### src/rtl/ika9958_vram_sched.sv
// VRAM access-slot scheduler: splits each line into 4-dot slots for refresh,
// display, CPU and command engine, and routes read data back to the slot owner.
module ika9958_vram_sched #(
  parameter int RD_LAT     = 2,
  parameter int STARVE_MAX = 4
) (
  input  logic        i_phiA,
  input  logic        i_RST,
  input  logic        i_CEN,
  input  logic [8:0]  i_HCNTR,
  input  logic        i_BL,
  input  logic        i_VACT,
  input  logic        i_CPU_REQ,
  input  logic        i_CPU_WE,
  input  logic [16:0] i_CPU_ADDR,
  input  logic [7:0]  i_CPU_WDATA,
  output logic        o_CPU_ACK,
  output logic        o_CPU_RVALID,
  input  logic        i_CMD_REQ,
  input  logic        i_CMD_WE,
  input  logic [16:0] i_CMD_ADDR,
  input  logic [7:0]  i_CMD_WDATA,
  output logic        o_CMD_ACK,
  output logic        o_CMD_RVALID,
  output logic [7:0]  o_RDATA,
  output logic [16:0] o_VA,
  output logic        o_VWE,
  output logic        o_VRE,
  output logic [7:0]  o_VWDATA,
  input  logic [7:0]  i_VRDATA,
  output logic        o_REFRESH
);
  localparam logic [2:0] STARVE_LIM = 3'(STARVE_MAX);

  logic        slot, is_ref, is_disp, free_slot;
  logic        cpu_win, cmd_win, grant, sel_we;
  logic [16:0] sel_addr;
  logic [7:0]  sel_wdata;

  logic        cpu_ack_q, cpu_ack_d, cmd_ack_q, cmd_ack_d;
  logic        cpu_rvalid_q, cpu_rvalid_d, cmd_rvalid_q, cmd_rvalid_d;
  logic        vwe_q, vwe_d, vre_q, vre_d, refresh_q, refresh_d;
  logic [16:0] va_q, va_d;
  logic [7:0]  vwdata_q, vwdata_d, rdata_q, rdata_d;
  logic [2:0]  starve_q, starve_d;
  // Return pipeline: pv = read in flight, po = owner (1 = command engine).
  logic [RD_LAT-1:0] pv_q, pv_d, po_q, po_d;

  always_comb begin
    slot      = i_CEN & (i_HCNTR[1:0] == 2'b00);
    is_ref    = (i_HCNTR == 9'd0) | (i_HCNTR == 9'd168);
    is_disp   = i_BL & i_VACT & (i_HCNTR < 9'd256) & ~i_HCNTR[2];
    free_slot = slot & ~is_ref & ~is_disp;
    cmd_win   = free_slot & i_CMD_REQ & (~i_CPU_REQ | (starve_q == STARVE_LIM));
    cpu_win   = free_slot & i_CPU_REQ & ~cmd_win;
    grant     = cpu_win | cmd_win;
    sel_we    = cmd_win ? i_CMD_WE    : i_CPU_WE;
    sel_addr  = cmd_win ? i_CMD_ADDR  : i_CPU_ADDR;
    sel_wdata = cmd_win ? i_CMD_WDATA : i_CPU_WDATA;
  end

  always_comb begin
    cpu_ack_d    = cpu_ack_q;
    cmd_ack_d    = cmd_ack_q;
    cpu_rvalid_d = cpu_rvalid_q;
    cmd_rvalid_d = cmd_rvalid_q;
    vwe_d        = vwe_q;
    vre_d        = vre_q;
    refresh_d    = refresh_q;
    va_d         = va_q;
    vwdata_d     = vwdata_q;
    rdata_d      = rdata_q;
    starve_d     = starve_q;
    pv_d         = pv_q;
    po_d         = po_q;
    if (i_CEN) begin
      cpu_ack_d = cpu_win;
      cmd_ack_d = cmd_win;
      refresh_d = slot & is_ref;
      vwe_d     = grant & sel_we;
      vre_d     = grant & ~sel_we;
      if (grant) begin
        va_d = sel_addr;
        if (sel_we) vwdata_d = sel_wdata;
      end
      if (cmd_win) begin
        starve_d = 3'd0;
      end else if (cpu_win && i_CMD_REQ && starve_q != STARVE_LIM) begin
        starve_d = starve_q + 3'd1;
      end
      pv_d[0] = grant & ~sel_we;
      po_d[0] = cmd_win;
      for (int i = 1; i < RD_LAT; i++) begin
        pv_d[i] = pv_q[i-1];
        po_d[i] = po_q[i-1];
      end
      cpu_rvalid_d = pv_q[RD_LAT-1] & ~po_q[RD_LAT-1];
      cmd_rvalid_d = pv_q[RD_LAT-1] & po_q[RD_LAT-1];
      if (pv_q[RD_LAT-1]) rdata_d = i_VRDATA;
    end
  end

  always_ff @(posedge i_phiA) begin
    if (i_RST) begin
      cpu_ack_q    <= 1'b0;
      cmd_ack_q    <= 1'b0;
      cpu_rvalid_q <= 1'b0;
      cmd_rvalid_q <= 1'b0;
      vwe_q        <= 1'b0;
      vre_q        <= 1'b0;
      refresh_q    <= 1'b0;
      va_q         <= 17'd0;
      vwdata_q     <= 8'd0;
      rdata_q      <= 8'd0;
      starve_q     <= 3'd0;
      pv_q         <= '0;
      po_q         <= '0;
    end else begin
      cpu_ack_q    <= cpu_ack_d;
      cmd_ack_q    <= cmd_ack_d;
      cpu_rvalid_q <= cpu_rvalid_d;
      cmd_rvalid_q <= cmd_rvalid_d;
      vwe_q        <= vwe_d;
      vre_q        <= vre_d;
      refresh_q    <= refresh_d;
      va_q         <= va_d;
      vwdata_q     <= vwdata_d;
      rdata_q      <= rdata_d;
      starve_q     <= starve_d;
      pv_q         <= pv_d;
      po_q         <= po_d;
    end
  end

  assign o_CPU_ACK    = cpu_ack_q;
  assign o_CMD_ACK    = cmd_ack_q;
  assign o_CPU_RVALID = cpu_rvalid_q;
  assign o_CMD_RVALID = cmd_rvalid_q;
  assign o_VWE        = vwe_q;
  assign o_VRE        = vre_q;
  assign o_REFRESH    = refresh_q;
  assign o_VA         = va_q;
  assign o_VWDATA     = vwdata_q;
  assign o_RDATA      = rdata_q;
endmodule

### config.mk
export PLATFORM = sky130hd
export DESIGN_NAME = ika9958_vram_sched
export DESIGN_NICKNAME = d
export VERILOG_FILES = /design/src/rtl/ika9958_vram_sched.sv
export SDC_FILE = /design/constraint.sdc
export NUM_CORES = 1
export LEC_CHECK = 0
export CAP_MARGIN = 5
export CORE_AREA = 5 5 81 83
export DETAILED_ROUTE_END_ITERATION = 8
export DIE_AREA = 0 0 86 88
export PLACE_DENSITY = 0.76
export SLEW_MARGIN = 20
export SYNTH_ARGS = -nofsm -noshare
export SYNTH_HDL_FRONTEND = slang
export SYNTH_SLANG_ARGS = --single-unit
### constraint.sdc
create_clock -name i_phiA -period 3.9 [get_ports i_phiA]
set_input_delay 0.39 -clock i_phiA [delete_from_list [all_inputs] [get_ports i_phiA]]
set_output_delay 0.39 -clock i_phiA [all_outputs]
set_load 0.01 [all_outputs]
# Word-level counts from Yosys, hierarchy flattened
# Cells that the tools add are included.
[totals]
regBits = 47
in_bits = 76
out_inout_bits = 40
[classes]
addsub = 1
magnitude_cmp = 1
n_eq_ne = 3
n_mux = 5
bitwise = 25
n_reduce_logical = 9
[op_table]
columns = ["op", "n"]
rows = [
  ["$mux 17", 1],
  ["$and 1x1->1", 15],
  ["$eq 9x8->1 const B", 1],
  ["$logic_not 9->1", 1],
  ["$lt 9x9->1 const B", 1],
  ["$mux 8", 1],
  ["$not 1->1", 7],
  ["$mux 3", 2],
  ["$reduce_and 2->1", 3],
  ["$add 3x1->3 const B", 1],
  ["$eq 3x3->1 const B", 1],
  ["$ne 3x3->1 const B", 1],
  ["$or 1x1->1", 3],
  ["$reduce_and 3->1", 1],
  ["$logic_and 1x1->1", 2],
  ["$logic_not 2->1", 1],
  ["$reduce_bool 2->1", 1],
  ["$mux 1", 1],
]

# Longest topological paths before layout
# Gate-level depths: netlist of the first run.
[logic_depth]
depth_word = 13
ltp_mapped = 8
depth_no_buf = 7

# Worst setup path after synthesis of the first run
# Ideal clock, no wire load.
[synth_path]
kind = "input to register"
startpoint = "in i_HCNTR[1]"
endpoint = "reg vwdata_q[0] (netlist: o_VWDATA[0])"
arrival_time_ns = 1.906
required_ns = 3.757
path_slack_ns = 1.851
path_stages = 6
cell_sequence = "or4_4 > a2111oi_4 > or3_1 > buf_6 > mux2i_1 > a211oi_2"
[synth_between]
elab_chain_cells = 11
elab_cells_between_ends = 21
[synth_lines]
columns = ["element", "line_no", "rtl"]
rows = [
  ["from (decl)", "10", "input logic [8:0] i_HCNTR,"],
  ["$lt 9x9->1 (tied with other cells)", "52", "is_disp = i_BL & i_VACT & (i_HCNTR < 9'd256) & ~i_HCNTR[2];"],
  ["$and 1x1->1 / $or 1x1->1 (equally long branches)", "52, 51", ""],
  ["$and 1x1->1 / $not 1->1 (equally long branches)", "52, 53", ""],
  ["$not 1->1 / $and 1x1->1 (equally long branches)", "53", "free_slot = slot & ~is_ref & ~is_disp;"],
  ["$and 1x1->1 *", "53", ""],
  ["$and 1x1->1 (2 in a row)", "54", "cmd_win = free_slot & i_CMD_REQ & (~i_CPU_REQ | (starve_q == STARVE_LIM));"],
  ["$not 1->1", "55", "cpu_win = free_slot & i_CPU_REQ & ~cmd_win;"],
  ["$and 1x1->1", "55", ""],
  ["$or 1x1->1", "56", "grant = cpu_win | cmd_win;"],
  ["$reduce_and 3->1 (no source line)", "--", ""],
  ["to (signal assigned)", "127", "vwdata_q <= vwdata_d;"],
  ["to (decl)", "44", "logic [7:0] vwdata_q, vwdata_d, rdata_q, rdata_d;"],
]
# Every way passes the cells marked *; elsewhere a longest branch is shown, timed or not.
# A chain may end at the register's enable or synchronous reset.

# Final worst setup path of the first run
[layout_path]
startpoint = "in i_CEN"
endpoint = "reg vwdata_q[7] (netlist: o_VWDATA[7])"
[layout_between]
elab_chain_cells = 9
elab_cells_between_ends = 12
[layout_lines]
columns = ["element", "line_no", "rtl"]
rows = [
  ["from (decl)", "9", "input logic i_CEN,"],
  ["$and 1x1->1", "50", "slot = i_CEN & (i_HCNTR[1:0] == 2'b00);"],
  ["$and 1x1->1 (2 in a row)", "53", ""],
  ["$and 1x1->1 (2 in a row)", "54", ""],
  ["$not 1->1", "55", ""],
  ["$and 1x1->1", "55", ""],
  ["$or 1x1->1", "56", ""],
  ["$reduce_and 3->1 (no source line)", "--", ""],
]
# Several ways; a longest one is shown, not always the timed one.

==> metrics.md, run 1 <==
| Metric | Value |
|---|---|
| Worst Setup Slack, final | `1.29 ns` |
| Met1 Use GR | `16.7%` |
| Routed len/inst | `14.1 um` |
| Grt peak-use layer | `met2` |
| Rel. slew slack | `36.9%` |
| Final hold violation count | `0` |
| CTS Buf Count | `5` |
| CP Launch Type | `input pin` |
| Synthesized flop and latch total | `45` |
| H-tree depth | `2` |
| Number of enable flip-flop cells after synthesis | `0` |
| Mapped Area | `2040 um2` |
| Worst Path Max Fanout | `15` |
| Crit path DAT | `2.82 ns` |
| Max-Cap Viols | `0` |
| Die Y | `88 um` |
| HPWL Detailed | `around 4.4 mm` |
| CTS tree | `done` |
| Die X | `roughly 86 um` |
| Layout cells sized above 1 | `roughly 7.3%` |
| Port Buffers | `115` |
| Met3 usage | `7.15%` |
| DR pass1 iterations | `4` |
| Most used DFF post-synth | `dfxtp_1` |
| Syn nets | `about 310` |
| Leakage power | `between 1 and 1.5 nW` |
| Critical Path End Type | `register` |
| Clk sinks | `45` |
| Post-CTS Resized | `0` |
| Routed vias/inst | `4.94` |
| Synth async-reset ratio | `0%` |
| Pre-CTS WS | `0.968 ns` |
| PwrDens | `283 nW/um2` |
| Post-CTS Setup Inserts | `0` |
| Max IR drop VDD | `~0.00019 V` |
| CP required | `4.10 ns` |
| Routability cong. | `0.791` |
| Outcome | `completed` |
| Worst Clk Skew | `0.00453 ns` |
| Hold WC Path Type | `register to register` |
| Most common cell in the netlist | `dfxtp_1` |
| WS Path Type | `input pin to register` |
| Synth-to-Final Area Change | `62.4%` |
| Vias in the first global route | `2052` |
| Drt total wl | `5.88 mm` |
| Yosys warnings | `0` |
| Antenna violations before repair | `0` |
| Die footprint | `7570 um2` |
| First-pass GRT wire length | `9.37 mm` |
| Top cell type's share of synthesized area | `about 44%` |
| 1st-iter DRT viols | `86` |
| # fillers | `530` |
| Largest area contributor in the synthesized netlist | `dfxtp_1` |
| Fmax | `approximately 0.38 GHz` |
| Vias | `around 2100` |
| Seq/Total Area, Yosys | `between 40% and 50%` |
| Largest net degree at the start of global routing | `46` |
| Met2 Usage GRT | `a little over a quarter` |
| Setup TNS | `0 ns` |
| Number of I/O pins | `116` |
| Top post-synthesis cells by area | `dfxtp_1, a311oi_1, nand3_1` |
| Gr usage total | `roughly 16%` |
| Hold_buf cts | `0` |
| Final #Nets | `420` |
| DRC | `0` |
| Final Max Tran Viols | `0` |
| Skew-Pair Late Insertion Delay | `0.29 ns` |
| Core area | `a little under 6000 um2` |
| Initial core utilization | `35.3%` |
| Total grt overflow | `0` |
| Antenna Diode Count | `0` |
| Post-synthesis average cell area | `8.68 um2` |
| Tcrit/Tclk final | `67.0%` |
| RSZ-0062 raised after global routing | `false` |
| Final setup violation count | `0` |
| Library cells used by synthesis | `28` |
| Placement Rows | `28` |
| Root buffer cell | `clkbuf_8` |
| Clock slew at reported path FFs | `~0.080 ns` |
| Worst-Margin Slew | `0.938 ns` |
| CTS Buffer Depth | `2` |
| Commonest cells post-synth | `dfxtp_1, nor2_1, nand2_1` |
| Post-Synthesis Cells | `~240` |
| Tmin final | `about 2.6 ns` |
| ANT nets after route | `0` |
## cells by family after synthesis
logic type	synth area share, %
DFF	44.1
and+or+nand+nor	23.1
muxes	5.46
AOI/OAI and AO/OA	21.3
buffers and inverters	4.78
adders and majority gates	1.23
## metrics by stage
| stage | hold WS, ns | util, % | std cells | power [mW] | cell area [um2] |
|---|---|---|---|---|---|
| CTS | 0.457 | 57.3 | 417 | 0.953 | 3310 |
| floorplan | 0.455 | - | 235 | 0.554 | 2040 |
| global placement | 0.443 | 55.8 | 410 | 0.664 | 3230 |
| detailed placement | 0.446 | 55.8 | 410 | 0.666 | 3230 |
| finish | 0.454 | 57.3 | 417 | 0.936 | 3310 |
| global route | 0.481 | 57.3 | 417 | 0.985 | 3310 |
## layout make-up
cell class	count	area, um2	share of cell area (%)
clock buffers	7	86.3	2.61
multi-input cells	168	1050	31.6
flip-flops and latches	45	901	27.2
inverters	4	15.0	0.453
repair buffers	118	1170	35.3
well taps	75	93.8	2.83
## worst paths after layout
kind                from          end  slack (ns)  depth (start not counted)
min reg2reg   o_RDATA[3]   o_RDATA[3]        0.45                          2
max                i_CEN  o_VWDATA[7]        1.29                          6
max reg2reg  starve_q[0]  o_VWDATA[7]        1.67                          7
min           o_RDATA[3]   o_RDATA[3]        0.45                          2
## worst max-delay path, stage by stage
cell             delay, ns
clkdlybuf4s50_1       0.79
nor3b_1               0.31
o31ai_1               0.26
or3_1                 0.63
mux2i_1               0.21
a211oi_2              0.23
## cells in the final DEF (no fill, tap or decap), drive strengths merged
master,netlist,routed
a2111oi,2,2
a211oi,8,8
a21bo,1,1
a21boi,1,1
a21oi,14,14
a22oi,1,1
a311oi,17,17
a32oi,2,2
buf,5,4
clkbuf,13,7
clkdlybuf4s50,0,114
dfxtp,45,45
ha,2,2
inv,4,4
mux2,1,1
mux2i,10,10
nand2,34,34
nand3,28,28
nand3b,1,1
nor2,35,35
nor3,1,1
nor3b,1,1
o21ai,2,2
o31ai,1,1
or3,5,5
or4,1,1
## metal layers
metal / up-vias / routed length [um]
li1: 1053 / -
met1: 910 / 2400
met2: 90 / 2740
met3: 9 / 635
met4: 0 / 102
met5: - / 0
## where the power goes
| group | internal, mW | leakage (nW) | switching [mW] |
|---|---|---|---|
| Clock | 0.141 | 0.0443 | 0.142 |
| Sequential | 0.471 | 0.365 | 0.00638 |
| Combinational | 0.107 | 0.762 | 0.0698 |
| Total | 0.719 | 1.17 | 0.218 |
## flip-flops by register name, indices dropped and copies added, names as in the netlist
register / count
o_CMD_RVALID: 1
o_CPU_ACK: 1
o_CPU_RVALID: 1
o_RDATA: 8
o_REFRESH: 1
o_VA: 17
o_VWDATA: 8
o_VWE: 1
po_q: 2
pv_q: 2
starve_q: 3
Power figures use the tool's default switching activity.
==> run 2, diff against run 1 <==
--- a/config.mk
+++ b/config.mk
@@ -6,10 +6,10 @@
 export NUM_CORES = 1
 export LEC_CHECK = 0
 export CAP_MARGIN = 5
-export CORE_AREA = 5 5 81 83
+export CORE_AREA = 5 5 84 86
 export DETAILED_ROUTE_END_ITERATION = 8
-export DIE_AREA = 0 0 86 88
-export PLACE_DENSITY = 0.76
+export DIE_AREA = 0 0 89 91
+export PLACE_DENSITY = 0.74
 export SLEW_MARGIN = 20
 export SYNTH_ARGS = -nofsm -noshare
 export SYNTH_HDL_FRONTEND = slang
==> constraint.sdc (replaced) <==
create_clock -name i_phiA -period 2.15 [get_ports i_phiA]
set_input_delay 0.215 -clock i_phiA [delete_from_list [all_inputs] [get_ports i_phiA]]
set_output_delay 0.215 -clock i_phiA [all_outputs]
set_load 0.01 [all_outputs]
==> run 2 against run 1 <==
Compared with the run above:
- cell count grew 4.8%
- cell area rose by 6.9%
- flip-flop and latch count did not move
- first-iteration DRC count shrank 37%
- via count up 5.4%
- sequential share of layout area shrank 1.7 points
- total power grew 100%
- die area is 7.0% higher
- register-to-register slack worse by 1.5 ns
- combinational power is 97% higher
- critical endpoint is now o_VA[10]
- highest routed layer unchanged
==> metrics.md, run 2 (synthesis results as in run 1) <==
| Metric | Value |
|---|---|
| Outcome | `completed` |
| PwrDens | `around 530 nW/um2` |
| CTS tree | `done` |
| Crit path DAT | `2.22 ns` |
| Max reg flops | `17` |
| CTS Buffer Depth | `2` |
| Placement Rows | `29` |
| Setup TNS | `0 ns` |
| Final hold violation count | `0` |
| Switch share | `23.3%` |
| Critical Path End Type | `register` |
| Clock slew at reported path FFs | `roughly 0.080 ns` |
| Routed len/inst | `14.4 um` |
| Tmin final | `2.08 ns` |
| Clk sinks | `45` |
| Fmax | `0.482 GHz` |
| Worst-Margin Slew | `roughly 0.95 ns` |
| ANT nets after route | `0` |
| Antenna violations before repair | `0` |
| DRC | `0` |
| DR pass1 iterations | `4` |
| Switch Pwr | `0.439 mW` |
| Commonest non-fill, non-tap cells in the layout | `clkdlybuf4s50_1, dfxtp_1, nor2_1` |
| 1st-iter DRT viols | `54` |
| Die X | `just under 90 um` |
| Skew-Pair Late Insertion Delay | `0.30 ns` |
| H-tree depth | `2` |
| Total grt overflow | `0` |
| Max IR drop VDD | `approximately 0.00028 V` |
| Largest net degree at the start of global routing | `46` |
| Vias | `2173` |
| Worst Clk Skew | `0.00769 ns` |
| Port Buffers | `around 120` |
| Gr usage total | `15.1%` |
| RSZ-0062 raised after global routing | `true` |
| Clock power frac | `35.6%` |
| Leakage power | `roughly 1.3 nW` |
| Rel. slew slack | `36.7%` |
| HPWL Detailed | `4.63 mm` |
| Die footprint | `8100 um2` |
| R2r setup slk | `0.15 ns` |
| Commonest non-fill, non-tap cell in the layout | `clkdlybuf4s50_1` |
| Final #Nets | `437` |
| Die Y | `91 um` |
| Layout cells sized above 1 | `between 10 and 15%` |
| Synth-to-Final Area Change | `73.5%` |
| Number of I/O pins | `approximately 120` |
| Dpl cell area | `3370 um2` |
| Routability cong. | `0.846` |
| Drt total wl | `approximately 6.3 mm` |
| Hold WC Path Type | `register to register` |
| Final Max Tran Viols | `0` |
| First-pass GRT wire length | `9.81 mm` |
| Hold Slack | `0.461 ns` |
| Routed vias/inst | `4.97` |
| Worst Path Max Fanout | `34` |
| Max-Cap Viols | `0` |
| WS Path Type | `input pin to register` |
| Initial core utilization | `32.9%` |
| Antenna Diode Count | `0` |
| Root buffer cell | `clkbuf_8` |
| CTS Buf Count | `5` |
| Tcrit/Tclk final | `96.6%` |
| Hold_buf cts | `0` |
| Final setup violation count | `0` |
| CP required | `roughly 2.3 ns` |
| Cell internal pwr | `approximately 1.4 mW` |
| Vias in the first global route | `2127` |
| CP Launch Type | `input pin` |
| Final Cell Area | `approximately 3500 um2` |
| Gate power share | `a little under a fifth` |
| Seq pwr share | `46.0%` |
| Core area | `6200 um2` |
[run 2: changes by cell type in the layout (fill, tap and decap cells not counted), moves of 2 or more]
cell      change
a311oi_1      -2
a311oi_2      +2
buf_12        +3
buf_4        +14
[run 2: worst paths after layout]
path | endpoint | startpoint | cells after the start
worst max-delay path | o_VA[10] | i_HCNTR[1] | 9
worst min-delay path | o_RDATA[0] | o_RDATA[0] | 2
worst max register to register | o_VWDATA[7] | starve_q[0] | 9
worst min register to register | o_RDATA[0] | o_RDATA[0] | 2
[run 2: layout make-up]
type                    instances  area (um2)
flip-flops and latches         45         901
inverters                       4        15.0
clock inverters                 2        37.5
fillers                       564        2660
well taps                      77        96.3
multi-input cells             168        1070
repair buffers                135        1330
clock buffers                   6        82.6
[run 2: critical path, stage by stage]
cell and delay, ns:
clkdlybuf4s50_1 0.44, or4_4 0.56, a2111oi_4 0.27, buf_4 0.21, buf_4 0.13, nor3_4 0.05
buf_12 0.16, nor2_1 0.12, a311oi_2 0.06
[run 2: layer usage]
| layer | share of wire [%] | track usage (%) | up-vias |
|---|---|---|---|
| met2 | 48 | 25.1 | 84 |
| met4 | 2.3 | 5.83 | 0 |
| li1 | - | - | 1086 |
| met1 | 38 | 17.3 | 993 |
| met3 | 11 | 5.52 | 10 |
| met5 | 0 | 0 | - |
[run 2: power by group through the flow]
stage	Combinational, mW	Clock [mW]	Sequential, mW
floorplan	0.110	0	0.895
global placement	0.337	0	0.886
detailed placement	0.342	0	0.886
CTS	0.347	0.689	0.867
global route	0.374	0.723	0.870
finish	0.348	0.670	0.867
[run 2: per-stage QoR]
stage               setup slack (ns)  power, mW  std cells  util [%]
floorplan                      0.117       1.01        235         -
global placement              -0.395       1.22        427      54.3
detailed placement            -0.546       1.23        427      54.3
CTS                           0.0431       1.90        437      56.7
global route                 -0.0260       1.97        437      57.1
finish                        0.0733       1.88        437      57.1
[run 2: what timing repair did]
item	4_1_cts	5_1_grt
endpoints found under the setup margin	9	11
cloned	0	0
gates resized for setup	1	5
buffers inserted	2	0
pin swaps	1	0
==> run 3, diff against run 2 <==
--- a/config.mk
+++ b/config.mk
@@ -5,8 +5,8 @@
 export SDC_FILE = /design/constraint.sdc
 export NUM_CORES = 1
 export LEC_CHECK = 0
-export CAP_MARGIN = 5
 export CORE_AREA = 5 5 84 86
+export CTS_CLUSTER_SIZE = 8
 export DETAILED_ROUTE_END_ITERATION = 8
 export DIE_AREA = 0 0 89 91
 export PLACE_DENSITY = 0.74
==> results of run 3 <==
The final DEF is identical to that of run 2; final timing and power are the same.
==> patch, RTL diff (settings of run 2) <==
`RD_LAT`: 2 -> 4.
--- a/src/rtl/ika9958_vram_sched.sv
+++ b/src/rtl/ika9958_vram_sched.sv
@@ -1,7 +1,7 @@
 // VRAM access-slot scheduler: splits each line into 4-dot slots for refresh,
 // display, CPU and command engine, and routes read data back to the slot owner.
 module ika9958_vram_sched #(
-  parameter int RD_LAT     = 2,
+  parameter int RD_LAT     = 4,
   parameter int STARVE_MAX = 4
 ) (
   input  logic        i_phiA,
Behaviour: not the same (a bounded check fails within 4 cycles, from zero or initial values and one cycle with i_RST high).
==> patch against run 2 <==
- sequential cell count increased by 4
- largest power group unchanged
- count of clock-buffer cells in the layout decreased by 1
- power increased by 8.3%
- worst setup slack got worse by 0.0059 ns
- first-iteration DRC count decreased by 19%
- wire length increased by 1.1%
- core utilization increased by 1.8 points
- non-clock buffer count decreased by 2
- critical path type unchanged
- critical path depth unchanged
- area after synthesis increased by 6.7%
- final area increased by 3.1%
- hold slack got worse by 0.0026 ns
- largest cell class unchanged
==> patch: results (changes against run 2) <==
outcome finished, final reports clean; share of layout cells above drive strength 1 10.8% (-2.9 points); R2R setup slack 0.23 ns (+0.08 ns); number of remaining DRC errors 0 (unchanged); DR WL met2 3.10 mm (+3.3%); warnings from Yosys 0 (unchanged); worst skew pair latency 0.29 ns; FF-to-FF Start starve_q[0]; Routed WL per cell 14.1 um (-1.6%); ant diodes 0 (unchanged); Netlist cell types 34 (+21%); highest metal used met4; hold path startpoint o_RDATA[7]; gpl congestion 0.777 (-8.2%); Worst Setup SP i_HCNTR[1]; Worst-Margin Slew 0.666 ns (-0.284 ns); Iteration-0 DRC Markers 44 (-19%); clock-pin slew on the worst setup and hold paths 0.08 ns (about the same); Syn Nets 326 (+4.2%); first-pass GRT wire length 10.2 mm (+3.9%); most instantiated cells after synthesis dfxtp_1 (49), nor2_1 (38), nand2_1 (34); DP Area 3480 sq um (+3.2%); initial antenna violation count 0 (unchanged); largest net degree at the start of global routing 50 (+8.7%); Synth area leaders dfxtp_1 (45%), a311oi_1 (6.8%), nor2_1 (6.6%); worst reg2reg path depth 8 (-1); switch share 21.6% (-1.7 points); number of flip-flops in the largest register 17 (unchanged); Fill cells 558 (-1.1%); maximum VDD drop 345 uV (+23%); Final nets 449 (+2.7%); Seq/Total Area, Yosys 45.1% (+0.91 points); vias in the first global route 2203 (+3.6%); crit path max fanout 17 (-50%); aggregate global-route resource usage 15.5% (+0.49 points); crit path DAT 2.25 ns (+0.03 ns); port bufs 115 (unchanged); Leakage Power 1.35 nW (+5.2%); Post-DP HPWL 4.61 mm (-0.63%); first-pass iteration count of the detailed router 4 (unchanged); Post-synth ARST share 0% (unchanged); WL met1 2.47 mm (+2.9%); worst min path class flip-flop to flip-flop; Vias per Instance 4.90 (-1.4%); CTS buffer count 5 (unchanged); maxcap violations 0 (unchanged); CTS root buffer clkbuf_8; CTS Buffer Depth 2 (unchanged); sink of the worst hold path o_RDATA[7]; WHS Path Cells 2 (unchanged); H-tree levels 2 (unchanged); clk_skew 0.00510 ns (-0.00260 ns); RR Endpoint o_VWDATA[3]; Post-Place Worst Slack -0.375 ns (+0.171 ns); DR WL met3 643 um (-11%); top_reg_cell synth dfxtp_1
-- patch: cell types whose count changed in the layout (fill, tap and decap cells not counted), sizes merged, moves of 2 or more --
cell,delta
dfxtp,+4
buf,-2
nor2,+3
mux2i,+4
-- patch: critical path, stage by stage --
cell,delay [ns]
clkdlybuf4s50_1,0.45
or4_1,0.60
a2111oi_4,0.23
buf_4,0.23
buf_4,0.14
a2111oi_4,0.05
buf_12,0.17
nor2_1,0.11
a211oi_2,0.06
-- patch: cell families (layout without fill, tap and decap cells) --
group,after synthesis,in the layout,synth area share [%]
adder cells (fa/ha/maj),2,2,1.15
multiplexers,15,15,6.95
AND/OR/NAND/NOR,112,113,23.6
AO/OA/AOI/OAI,48,48,17.2
buffers and inverters,22,145,5.98
flip-flops,49,49,45.1
-- patch: how the worst max path moves through the flow --
stage	end	slack, ns	cells after the start
4_1_cts	o_VA[2]	0.009	6
3_3_place_gp	o_VA[10]	-0.24	7
2_1_floorplan	o_VWDATA[1]	0.03	8
3_5_place_dp	o_VA[2]	-0.37	7
5_1_grt	starve_q[1]	-0.02	7
6_report	o_VWDATA[2]	0.07	9
-- patch: metal layers --
layer | track usage, % | vias to the layer above
li1 | - | 1132
met5 | 0 | -
met1 | 17.8 | 978
met4 | 5.09 | 0
met3 | 6.24 | 11
met2 | 26.1 | 80
-- patch: stage by stage --
| step | power [mW] | utilization [%] | hold WS, ns | setup TNS (ns) | instances |
|---|---|---|---|---|---|
| 2_1_floorplan | 1.08 | - | 0.376 | 0 | 248 |
| 4_1_cts | 2.07 | 58.3 | 0.462 | 0 | 448 |
| 5_1_grt | 2.14 | 58.9 | 0.473 | -0.0272 | 449 |
| 6_report | 2.04 | 58.9 | 0.459 | 0 | 449 |
| 3_5_place_dp | 1.30 | 56.0 | 0.449 | -7.65 | 439 |
| 3_3_place_gp | 1.29 | 56.0 | 0.442 | -5.28 | 439 |
-- patch: power groups by stage --
stage	sequential [mW]	clock, mW	combinational [mW]
CTS	0.940	0.786	0.339
global route	0.943	0.830	0.371
detailed placement	0.961	0	0.334
global placement	0.961	0	0.331
finish	0.940	0.761	0.341
floorplan	0.970	0	0.111
-- patch: final cells by class --
cell class	instances	area share [%]
clock buffers	5	1.88
clock inverters	3	1.78
inverters	4	0.411
multi-input cells	178	30.3
flip-flops and latches	49	26.9
well taps	77	2.64
repair buffers	133	36.1
-- patch: repair_timing --
item / in CTS / in global routing
setup endpoints to repair: 18 / 25
pin swaps: 1 / 1
setup buffers: 0 / 1
resized for setup: 0 / 5
gates cloned: 1 / 0
